[config.mk]
export PLATFORM = sky130hd
export DESIGN_NAME = instr_loader_flat
export DESIGN_NICKNAME = d
export VERILOG_FILES = /design/src/rtl/instr_loader_if.sv /design/src/rtl/instr_loader.sv /design/src/flat_wrapper.sv
export SDC_FILE = /design/constraint.sdc
export NUM_CORES = 1
export LEC_CHECK = 0
export BUFFER_PORTS_ARGS = -buffer_cell sky130_fd_sc_hd__buf_2
export CORE_UTILIZATION = 55
export CTS_BUF_LIST = sky130_fd_sc_hd__clkbuf_2 sky130_fd_sc_hd__clkbuf_4 sky130_fd_sc_hd__clkbuf_8
export DETAILED_ROUTE_END_ITERATION = 12
export PLACE_DENSITY_LB_ADDON = 0.3
export SLEW_MARGIN = 20
export SYNTH_ARGS = -nofsm -noshare
export SYNTH_HDL_FRONTEND = slang
export SYNTH_SLANG_ARGS = --single-unit
export TNS_END_PERCENT = 20
[constraint.sdc]
create_clock -name clk -period 4.2 [get_ports clk]
set_input_delay 0.21 -clock clk [delete_from_list [all_inputs] [get_ports clk]]
set_output_delay 0.21 -clock clk [all_outputs]
set_load 0.01 [all_outputs]
[src/rtl/instr_loader_if.sv]
// Host byte link, instruction-memory write port and core-control lines of instr_loader.
interface instr_loader_if #(
  parameter int ADDR_W = 8
);
  logic              start;
  logic              in_valid;
  logic [7:0]        in_data;
  logic              in_ready;
  logic              imem_we;
  logic [ADDR_W-1:0] imem_addr;
  logic [31:0]       imem_wdata;
  logic              core_hold;
  logic              load_done;
  logic              load_err;

  modport master (
    output start, in_valid, in_data,
    input  in_ready, imem_we, imem_addr, imem_wdata, core_hold, load_done, load_err
  );

  modport slave (
    input  start, in_valid, in_data,
    output in_ready, imem_we, imem_addr, imem_wdata, core_hold, load_done, load_err
  );
endinterface

[src/rtl/instr_loader.sv]
// Byte-serial program loader: assembles big-endian words into instruction memory and holds the core in reset until done.
// Optional trailing XOR checksum byte enabled with `define LOADER_CHECKSUM_EN.
module instr_loader #(
  parameter int ADDR_W    = 8,
  parameter int BASE_ADDR = 0
) (
  input logic            clk,
  input logic            rst,
  instr_loader_if.slave  bus
);
  localparam int CNT_W = ADDR_W + 1;

  typedef enum logic [2:0] {
    S_IDLE  = 3'd0,
    S_COUNT = 3'd1,
    S_DATA  = 3'd2,
    S_WRITE = 3'd3,
`ifdef LOADER_CHECKSUM_EN
    S_CHECK = 3'd4,
    S_ERROR = 3'd6,
`endif
    S_DONE  = 3'd5
  } state_t;

`ifdef LOADER_CHECKSUM_EN
  function automatic logic [7:0] xor_fold(input logic [7:0] acc, input logic [7:0] b);
    return acc ^ b;
  endfunction
`endif

  state_t            state_r;
  state_t            state_s;
  logic              ready_s;
  logic              byte_ok_s;
  logic [CNT_W-1:0]  word_next_s;
  logic [CNT_W-1:0]  count_r;
  logic [CNT_W-1:0]  word_idx_r;
  logic [1:0]        byte_idx_r;
  logic [23:0]       shift_r;
  logic              in_ready_r;
  logic              imem_we_r;
  logic [ADDR_W-1:0] imem_addr_r;
  logic [31:0]       imem_wdata_r;
  logic              core_hold_r;
  logic              load_done_r;

  assign byte_ok_s   = bus.in_valid && in_ready_r;
  assign word_next_s = word_idx_r + CNT_W'(1);

  assign bus.in_ready   = in_ready_r;
  assign bus.imem_we    = imem_we_r;
  assign bus.imem_addr  = imem_addr_r;
  assign bus.imem_wdata = imem_wdata_r;
  assign bus.core_hold  = core_hold_r;
  assign bus.load_done  = load_done_r;

`ifdef LOADER_CHECKSUM_EN
  logic [7:0] xor_r;
  logic       load_err_r;
  assign bus.load_err = load_err_r;
`else
  assign bus.load_err = 1'b0;
`endif

  // Next-state logic; start is only honoured in IDLE, DONE and ERROR.
  always_comb begin
    state_s = state_r;
    case (state_r)
      S_IDLE: begin
        if (bus.start) state_s = S_COUNT;
        else           state_s = S_IDLE;
      end
      S_COUNT: begin
        if (byte_ok_s) state_s = S_DATA;
        else           state_s = S_COUNT;
      end
      S_DATA: begin
        if (byte_ok_s && (byte_idx_r == 2'd3)) state_s = S_WRITE;
        else                                   state_s = S_DATA;
      end
      S_WRITE: begin
        if (word_next_s != count_r) state_s = S_DATA;
`ifdef LOADER_CHECKSUM_EN
        else                        state_s = S_CHECK;
`else
        else                        state_s = S_DONE;
`endif
      end
`ifdef LOADER_CHECKSUM_EN
      S_CHECK: begin
        if (byte_ok_s) begin
          if (bus.in_data == xor_r) state_s = S_DONE;
          else                      state_s = S_ERROR;
        end else begin
          state_s = S_CHECK;
        end
      end
      S_ERROR: begin
        if (bus.start) state_s = S_COUNT;
        else           state_s = S_ERROR;
      end
`endif
      S_DONE: begin
        if (bus.start) state_s = S_COUNT;
        else           state_s = S_DONE;
      end
      default: state_s = S_IDLE;
    endcase
  end

  // Byte acceptance window follows the state being entered.
  always_comb begin
    ready_s = 1'b0;
    case (state_s)
      S_COUNT: ready_s = 1'b1;
      S_DATA:  ready_s = 1'b1;
`ifdef LOADER_CHECKSUM_EN
      S_CHECK: ready_s = 1'b1;
`endif
      default: ready_s = 1'b0;
    endcase
  end

  // State register and registered outputs.
  always_ff @(posedge clk) begin
    if (rst) begin
      state_r     <= S_IDLE;
      in_ready_r  <= 1'b0;
      imem_we_r   <= 1'b0;
      core_hold_r <= 1'b1;
      load_done_r <= 1'b0;
`ifdef LOADER_CHECKSUM_EN
      load_err_r  <= 1'b0;
`endif
    end else begin
      state_r     <= state_s;
      in_ready_r  <= ready_s;
      imem_we_r   <= (state_s == S_WRITE);
      core_hold_r <= (state_s != S_DONE);
      load_done_r <= (state_s == S_DONE);
`ifdef LOADER_CHECKSUM_EN
      load_err_r  <= (state_s == S_ERROR);
`endif
    end
  end

  // Word assembly, counters and the write-port address/data registers.
  always_ff @(posedge clk) begin
    if (rst) begin
      count_r      <= '0;
      word_idx_r   <= '0;
      byte_idx_r   <= 2'd0;
      shift_r      <= 24'd0;
      imem_addr_r  <= '0;
      imem_wdata_r <= 32'd0;
`ifdef LOADER_CHECKSUM_EN
      xor_r        <= 8'd0;
`endif
    end else if ((state_s == S_COUNT) && (state_r != S_COUNT)) begin
      word_idx_r <= '0;
      byte_idx_r <= 2'd0;
      shift_r    <= 24'd0;
`ifdef LOADER_CHECKSUM_EN
      xor_r      <= 8'd0;
`endif
    end else begin
      case (state_r)
        S_COUNT: begin
          // A zero count byte means a full 2^ADDR_W-word image.
          if (byte_ok_s) begin
            if (bus.in_data == 8'd0) count_r <= CNT_W'(1) << ADDR_W;
            else                     count_r <= CNT_W'(bus.in_data);
          end
        end
        S_DATA: begin
          if (byte_ok_s) begin
            shift_r    <= {shift_r[15:0], bus.in_data};
            byte_idx_r <= byte_idx_r + 2'd1;
`ifdef LOADER_CHECKSUM_EN
            xor_r      <= xor_fold(xor_r, bus.in_data);
`endif
            if (byte_idx_r == 2'd3) begin
              imem_wdata_r <= {shift_r, bus.in_data};
              imem_addr_r  <= ADDR_W'(BASE_ADDR) + word_idx_r[ADDR_W-1:0];
            end
          end
        end
        S_WRITE: word_idx_r <= word_next_s;
        default: word_idx_r <= word_idx_r;
      endcase
    end
  end
endmodule

[src/flat_wrapper.sv]
// flat-port wrapper written by rule: the top's interface ports become plain ports
module instr_loader_flat 
#(
  parameter int ADDR_W    = 8,
  parameter int BASE_ADDR = 0
)
  (clk, rst, bus_start, bus_in_valid, bus_in_data, bus_in_ready, bus_imem_we, bus_imem_addr, bus_imem_wdata, bus_core_hold, bus_load_done, bus_load_err);
  instr_loader_if #(.ADDR_W(ADDR_W)) bus_i ();
  input logic clk;
  input logic rst;
  input wire logic [$bits(bus_i.start)-1:0] bus_start;
  input wire logic [$bits(bus_i.in_valid)-1:0] bus_in_valid;
  input wire logic [$bits(bus_i.in_data)-1:0] bus_in_data;
  output wire logic [$bits(bus_i.in_ready)-1:0] bus_in_ready;
  output wire logic [$bits(bus_i.imem_we)-1:0] bus_imem_we;
  output wire logic [$bits(bus_i.imem_addr)-1:0] bus_imem_addr;
  output wire logic [$bits(bus_i.imem_wdata)-1:0] bus_imem_wdata;
  output wire logic [$bits(bus_i.core_hold)-1:0] bus_core_hold;
  output wire logic [$bits(bus_i.load_done)-1:0] bus_load_done;
  output wire logic [$bits(bus_i.load_err)-1:0] bus_load_err;
  assign bus_i.start = bus_start;
  assign bus_i.in_valid = bus_in_valid;
  assign bus_i.in_data = bus_in_data;
  assign bus_in_ready = bus_i.in_ready;
  assign bus_imem_we = bus_i.imem_we;
  assign bus_imem_addr = bus_i.imem_addr;
  assign bus_imem_wdata = bus_i.imem_wdata;
  assign bus_core_hold = bus_i.core_hold;
  assign bus_load_done = bus_i.load_done;
  assign bus_load_err = bus_i.load_err;
  instr_loader #(.ADDR_W(ADDR_W), .BASE_ADDR(BASE_ADDR)) u_core (.clk(clk), .rst(rst), .bus(bus_i));
endmodule
### Word-level counts from Yosys, hierarchy flattened

Cells that the tools add are included.

* flip-flop bits (word level): 91
* word-level logic and storage cells: 44

* add/sub/neg operators: 2
* eq/ne operators: 12
* mux-type cells: 8
* bitwise operators: 1
* reduce and logical (&&, ||, !) cells: 10

Operators by type and width (count)
* case mux 3 bit (5 select lines): 1
* equality test 3 x 2 -> 1 bit, second input constant: 4
* adder 9 x 1 -> 9 bit, second input constant: 1
* two-way mux 9 bit: 1
* != test 9 bit: 1
* zero test 8 bit: 1
* equality test 3 x 1 -> 1 bit, second input constant: 2
* equality test 3 bit, second input constant: 2
* two-way mux 3 bit: 2
* AND reduction 4 bit: 1
* OR reduction 2 bit: 2
* logical AND 1 bit: 3
* zero test 3 bit: 1
* two-way mux 1 bit: 3
* != test 3 x 1 -> 1 bit, second input constant: 1
* != test 3 bit, second input constant: 1
* AND reduction 3 bit: 1
* adder 2 x 1 -> 2 bit, second input constant: 1
* equality test 2 bit, second input constant: 1
* two-way mux 2 bit: 1
* AND reduction 2 bit: 1
* NOT 1 bit: 1

### Logic depth before layout (Yosys ltp)

* depth in word-level cells: 8
* depth in mapped cells: 8

### Least setup slack after synthesis

OpenSTA, ideal clock, no wires.

* path kind: register to register
* from: register u_core.word_idx_r[0]
* to: register u_core.state_r[1]
* setup time: 0.140 ns
* data arrival time: 1.576 ns
* data required time: 4.060 ns
* setup slack: 2.483 ns
* cell stages (with the launch flop): 8
* period minus slack after synthesis: 1.717 ns
* path through: dfxtp_1 -> ha_1 -> and3_1 -> nand4b_1 -> o22ai_2 -> nor2_1 -> nor3_4 -> a311oi_2

* cells in the longest elaborated chain, start to end: 4

Ends and longest elaborated chain
* start: declaration: RTL line instr_loader.sv:37 `logic [CNT_W-1:0] word_idx_r;`
* start signal: assignment: RTL line instr_loader.sv:188 `S_WRITE: word_idx_r <= word_next_s;`
* start signal: assignment: RTL line instr_loader.sv:189 `default: word_idx_r <= word_idx_r;`
* adder 9 x 1 -> 9 bit: RTL line instr_loader.sv:48 `assign word_next_s = word_idx_r + CNT_W'(1);`
* != test 9 bit: RTL line instr_loader.sv:82 `if (word_next_s != count_r) state_s = S_DATA;`
* two-way mux 3 bit: RTL line instr_loader.sv:82
* case mux 3 bit (5 select lines): RTL line instr_loader.sv:68 `case (state_r)`
* end signal: assignment: RTL line instr_loader.sv:136 `state_r <= state_s;`
* end: declaration: RTL line instr_loader.sv:31 `state_t state_r;`

No other way between the ends.
A chain may end at the register's enable or synchronous reset.

### Worst setup path after layout

* from: register u_core.state_r[1]
* to: register u_core.imem_addr_r[4] (netlist: u_core.bus.imem_addr[4])

* cells in the longest elaborated chain, start to end: 6
* elaborated cells between the ends (all ways): 11
* those cells by class: eq/ne: 6; mux: 1; bitwise: 1; reduce/logical: 3

Ends and longest elaborated chain
* equality test 3 bit, or another cell as far along: RTL line instr_loader.sv:68
* case mux 3 bit (5 select lines): RTL line instr_loader.sv:68
* equality test 3 x 1 -> 1 bit: RTL line instr_loader.sv:159 `end else if ((state_s == S_COUNT) && (state_r != S_COUNT)) begin`
* logical AND 1 bit: RTL line instr_loader.sv:159
* NOT 1 bit (no line)
* AND reduction 4 bit (no line) *
* end signal: assignment: RTL line instr_loader.sv:184 `imem_addr_r <= ADDR_W'(BASE_ADDR) + word_idx_r[ADDR_W-1:0];`
* end: declaration: RTL line instr_loader.sv:42 `logic [ADDR_W-1:0] imem_addr_r;`

Mark *: on every way between the ends. The rest lies on a longest branch, timed or not.

==> insert_results.sql <==
INSERT INTO impl_metrics (metric_group, metric, value, unit) VALUES
('routing', 'routed-via-count', '3063', ''),
('cells_and_area', 'fin_nets', '505', ''),
('synth', 'post-synth-top-area-fraction', '50.03', '%'),
('synth', 'synth-edff-count', '0', ''),
('setup_path', 'highest_cell_delay_on_the_worst_timing_path', '0.56', 'ns'),
('clock_network', 'number_of_buffers_inserted_during_clock_tree_synthesis', '9', ''),
('setup_path', 'endpoint_of_the_worst_setup_timing_path', 'u_core.bus.imem_addr[4]', ''),
('outcome', 'status', 'finished clean', ''),
('setup_path', 'timing.critical_path.max_delay_family', 'simple AND/OR/NAND/NOR gates', ''),
('routing', 'detail_route.wirelength', '7460', 'µm'),
('clock_network', 'clkTransAtPathRegs', '0.09', 'ns'),
('hold_path', 'worstHoldPathType', 'input port to flip-flop', ''),
('placement', 'placedInstanceArea', '3914', 'µm²'),
('cells_and_area', 'antennaDiodeCount', '0', ''),
('setup_path', 'crit_cells', '7', ''),
('floorplan', 'fp.dieArea', '6950', 'µm²'),
('sta', 'post_route_clock_skew', '0.007990', 'ns'),
('clock_network', 'postCtsHoldBufs', '0', ''),
('clock_network', 'clock_tree_from_tritoncts', 'yes', ''),
('synth', 'synth.cell_area', '3641', 'µm²'),
('synth', 'synthArstFlopShare', '0', '%'),
('cells_and_area', 'final_common_cell', 'sky130_fd_sc_hd__nand2_1', ''),
('setup_path', 'critical_path.max_fanout', '28', ''),
('routing', 'route.antenna.remaining_nets', '0', ''),
('sta', 'final.setup.worst_slack', '1.924', 'ns'),
('floorplan', 'core_area', '6386', 'µm²'),
('sta', 'maxSlewHeadroom', '34.30', '%'),
('setup_path', 'worst-endpoint-arrival', '2.56', 'ns'),
('floorplan', 'dieHeight', '83.37', 'µm'),
('setup_path', 'r2r_slack', '1.92', 'ns'),
('grt', 'grt_util_all_layers', '23.39', '%'),
('cells_and_area', 'fillers', '579', ''),
('clock_network', 'post_cts_buffers', '0', ''),
('sta', 'setup_viol', '0', ''),
('run', 'maxCapViolations', '0', ''),
('cells_and_area', 'fraction_of_final_layout_cells_with_drive_strength_greater_than_1', '17.34', '%'),
('power_and_ir_drop', 'post-layout-total-power', '1.473', 'mW'),
('floorplan', 'top_level_ports', '57', ''),
('grt', 'grt-ovfl-total', '0', ''),
('setup_path', 'crit_path_cell_trace', 'nand2b_4 -> nor3_4 -> buf_4 -> and2_1 -> buf_4 -> nand2_1 -> a21oi_1', ''),
('setup_path', 'critical_path.reg2reg.endpoint', 'u_core.bus.imem_addr[4]', ''),
('floorplan', 'std_cell_rows', '29', ''),
('placement', 'numPortBuffers', '55', ''),
('sta', 'final-hold-violation-count', '0', ''),
('floorplan', 'horizontal_die_dimension', '83.37', 'µm'),
('power_and_ir_drop', 'ratio_of_total_power_to_cell_area', '359.6', 'nW/µm²'),
('routing', 'wire_per_inst', '13.02', 'µm'),
('clock_network', 'cts_htree_levels', '3', ''),
('synth', 'synth_sequential_area_ratio', '50.03', '%'),
('cells_and_area', 'final_core_utilization', '64.13', '%'),
('clock_network', 'cts.repair.resized', '0', ''),
('setup_path', 'critPathBufInv', '2', ''),
('routing', 'drc', '0', ''),
('setup_path', 'crit_required', '4.48', 'ns'),
('power_and_ir_drop', 'ir_drop', '0.2645', 'mV'),
('clock_network', 'tritoncts_num_sinks', '91', ''),
('sta', 'fmaxAchievable', '439.4', 'MHz'),
('cells_and_area', 'synthToLayoutAreaGrowth', '12.47', '%'),
('sta', 'grt_setup_unrepaired', 'no', ''),
('synth', 'yosysUniqueCellTypes', '44', ''),
('synth', 'syn-mean-instance-area', '8.073', 'µm²'),
('grt', 'grt_antenna_before_repair', '0', ''),
('placement', 'gp_congestion', '0.8348', ''),
('cells_and_area', 'most-common-layout-cells', '154 x sky130_fd_sc_hd__nand2_1, 91 x sky130_fd_sc_hd__dfxtp_1, 79 x sky130_fd_sc_hd__a21oi_1', ''),
('synth', 'synth_nets', '465', ''),
('cells_and_area', 'postLayoutCellArea', '4095', 'µm²'),
('clock_network', 'clkLatencyLatePin', '0.36', 'ns'),
('placement', 'detailed_place_hpwl', '5171', 'µm'),
('routing', 'drt_pre_antenna_iters', '4', ''),
('setup_path', 'timing.critical_path.to_type', 'flip-flop', ''),
('synth', 'yosys_warnings', '0', '');
==> power breakdown <==
group | switching [mW] | internal (mW) | leakage (nW)
Combinational | 0.0396 | 0.0163 | 0.688
Clock | 0.317 | 0.228 | 0.0869
Sequential | 0.00629 | 0.866 | 0.733
Total | 0.362 | 1.11 | 1.51
==> state kept, by name (all words and copies together), names as in the netlist <==
signal	flops
u_core.bus.imem_addr	8
u_core.bus.load_done	1
u_core.bus.in_ready	1
u_core.shift_r	24
u_core.bus.imem_we	1
u_core.count_r	9
u_core.word_idx_r	9
u_core.bus.imem_wdata	32
u_core.state_r	3
u_core.byte_idx_r	2
u_core.bus.core_hold	1
==> layer usage <==
layer	part of all wire, %	vias up	track usage (%)
met5	0	-	0
met2	45	90	36.36
li1	-	1560	-
met3	5.6	12	4.076
met4	1.7	0	10.03
met1	47	1401	32.04
==> final cells by class <==
cell class	instances	area, µm²	share of cell area [%]
tap	77	96.34	2.353
sequential	91	1822	44.49
multi-input combinational	324	1668	40.73
inverter	6	22.52	0.5500
timing repair buffer	59	305.3	7.455
clock buffer	10	131.4	3.208
clock inverter	6	50.05	1.222
==> tightest hold or removal path: cells and delay by family <==
family | cells | cell delay (ns)
AO/OA/AOI/OAI | 1 | 0.05
AND/OR/NAND/NOR | 1 | 0.05
buffers and inverters | 1 | 0.13
==> synth_stat cells (2+ instances only) <==
| cell | n |
|---|---|
| sky130_fd_sc_hd__a21o_1 | 2 |
| sky130_fd_sc_hd__clkbuf_1 | 19 |
| sky130_fd_sc_hd__nand4_1 | 2 |
| sky130_fd_sc_hd__nor3_1 | 4 |
| sky130_fd_sc_hd__ha_1 | 2 |
| sky130_fd_sc_hd__nor3_4 | 2 |
| sky130_fd_sc_hd__o22ai_1 | 2 |
| sky130_fd_sc_hd__buf_2 | 8 |
| sky130_fd_sc_hd__o21ai_0 | 4 |
| sky130_fd_sc_hd__inv_1 | 6 |
| sky130_fd_sc_hd__xnor2_1 | 13 |
| sky130_fd_sc_hd__buf_4 | 2 |
| sky130_fd_sc_hd__or3_1 | 3 |
| sky130_fd_sc_hd__nor4_1 | 2 |
| sky130_fd_sc_hd__xor2_1 | 8 |
| sky130_fd_sc_hd__a21oi_1 | 79 |
| sky130_fd_sc_hd__nand3_1 | 7 |
| sky130_fd_sc_hd__nand2_1 | 154 |
| sky130_fd_sc_hd__nor2_1 | 17 |
| sky130_fd_sc_hd__dfxtp_1 | 91 |
==> stage by stage <==
stage	hold WS, ns	instances
after floorplan	0.3460	451
after global placement	0.4397	557
after detailed placement	0.4430	557
after CTS	0.1166	573
after global routing	0.1242	573
final	0.1173	573
==> cells by family (layout without fill, tap and decap cells) <==
kind of cell / after synthesis / in the layout / synth area share [%]
AOI/OAI and AO/OA: 95 / 95 / 14.81
xor gates and xnor gates: 21 / 21 / 5.052
adders and majority gates: 3 / 3 / 0.9621
buffers and inverters: 36 / 81 / 4.399
DFF: 91 / 91 / 50.03
other: 1 / 1 / 0.1030
and+or+nand+nor: 204 / 204 / 24.64
==> worst min-delay path by stage <==
stage          slack (ns)                      start  depth (start not counted)                   endpoint
2_1_floorplan        0.35             bus_in_data[2]                          2          u_core.count_r[2]
3_3_place_gp         0.44  u_core.bus.imem_wdata[30]                          2  u_core.bus.imem_wdata[30]
3_5_place_dp         0.44  u_core.bus.imem_wdata[30]                          2  u_core.bus.imem_wdata[30]
4_1_cts              0.12             bus_in_data[5]                          3          u_core.shift_r[5]
5_1_grt              0.12             bus_in_data[5]                          3          u_core.shift_r[5]
6_report             0.12             bus_in_data[5]                          3          u_core.shift_r[5]
No activity file was read; power rests on OpenSTA's default activity.
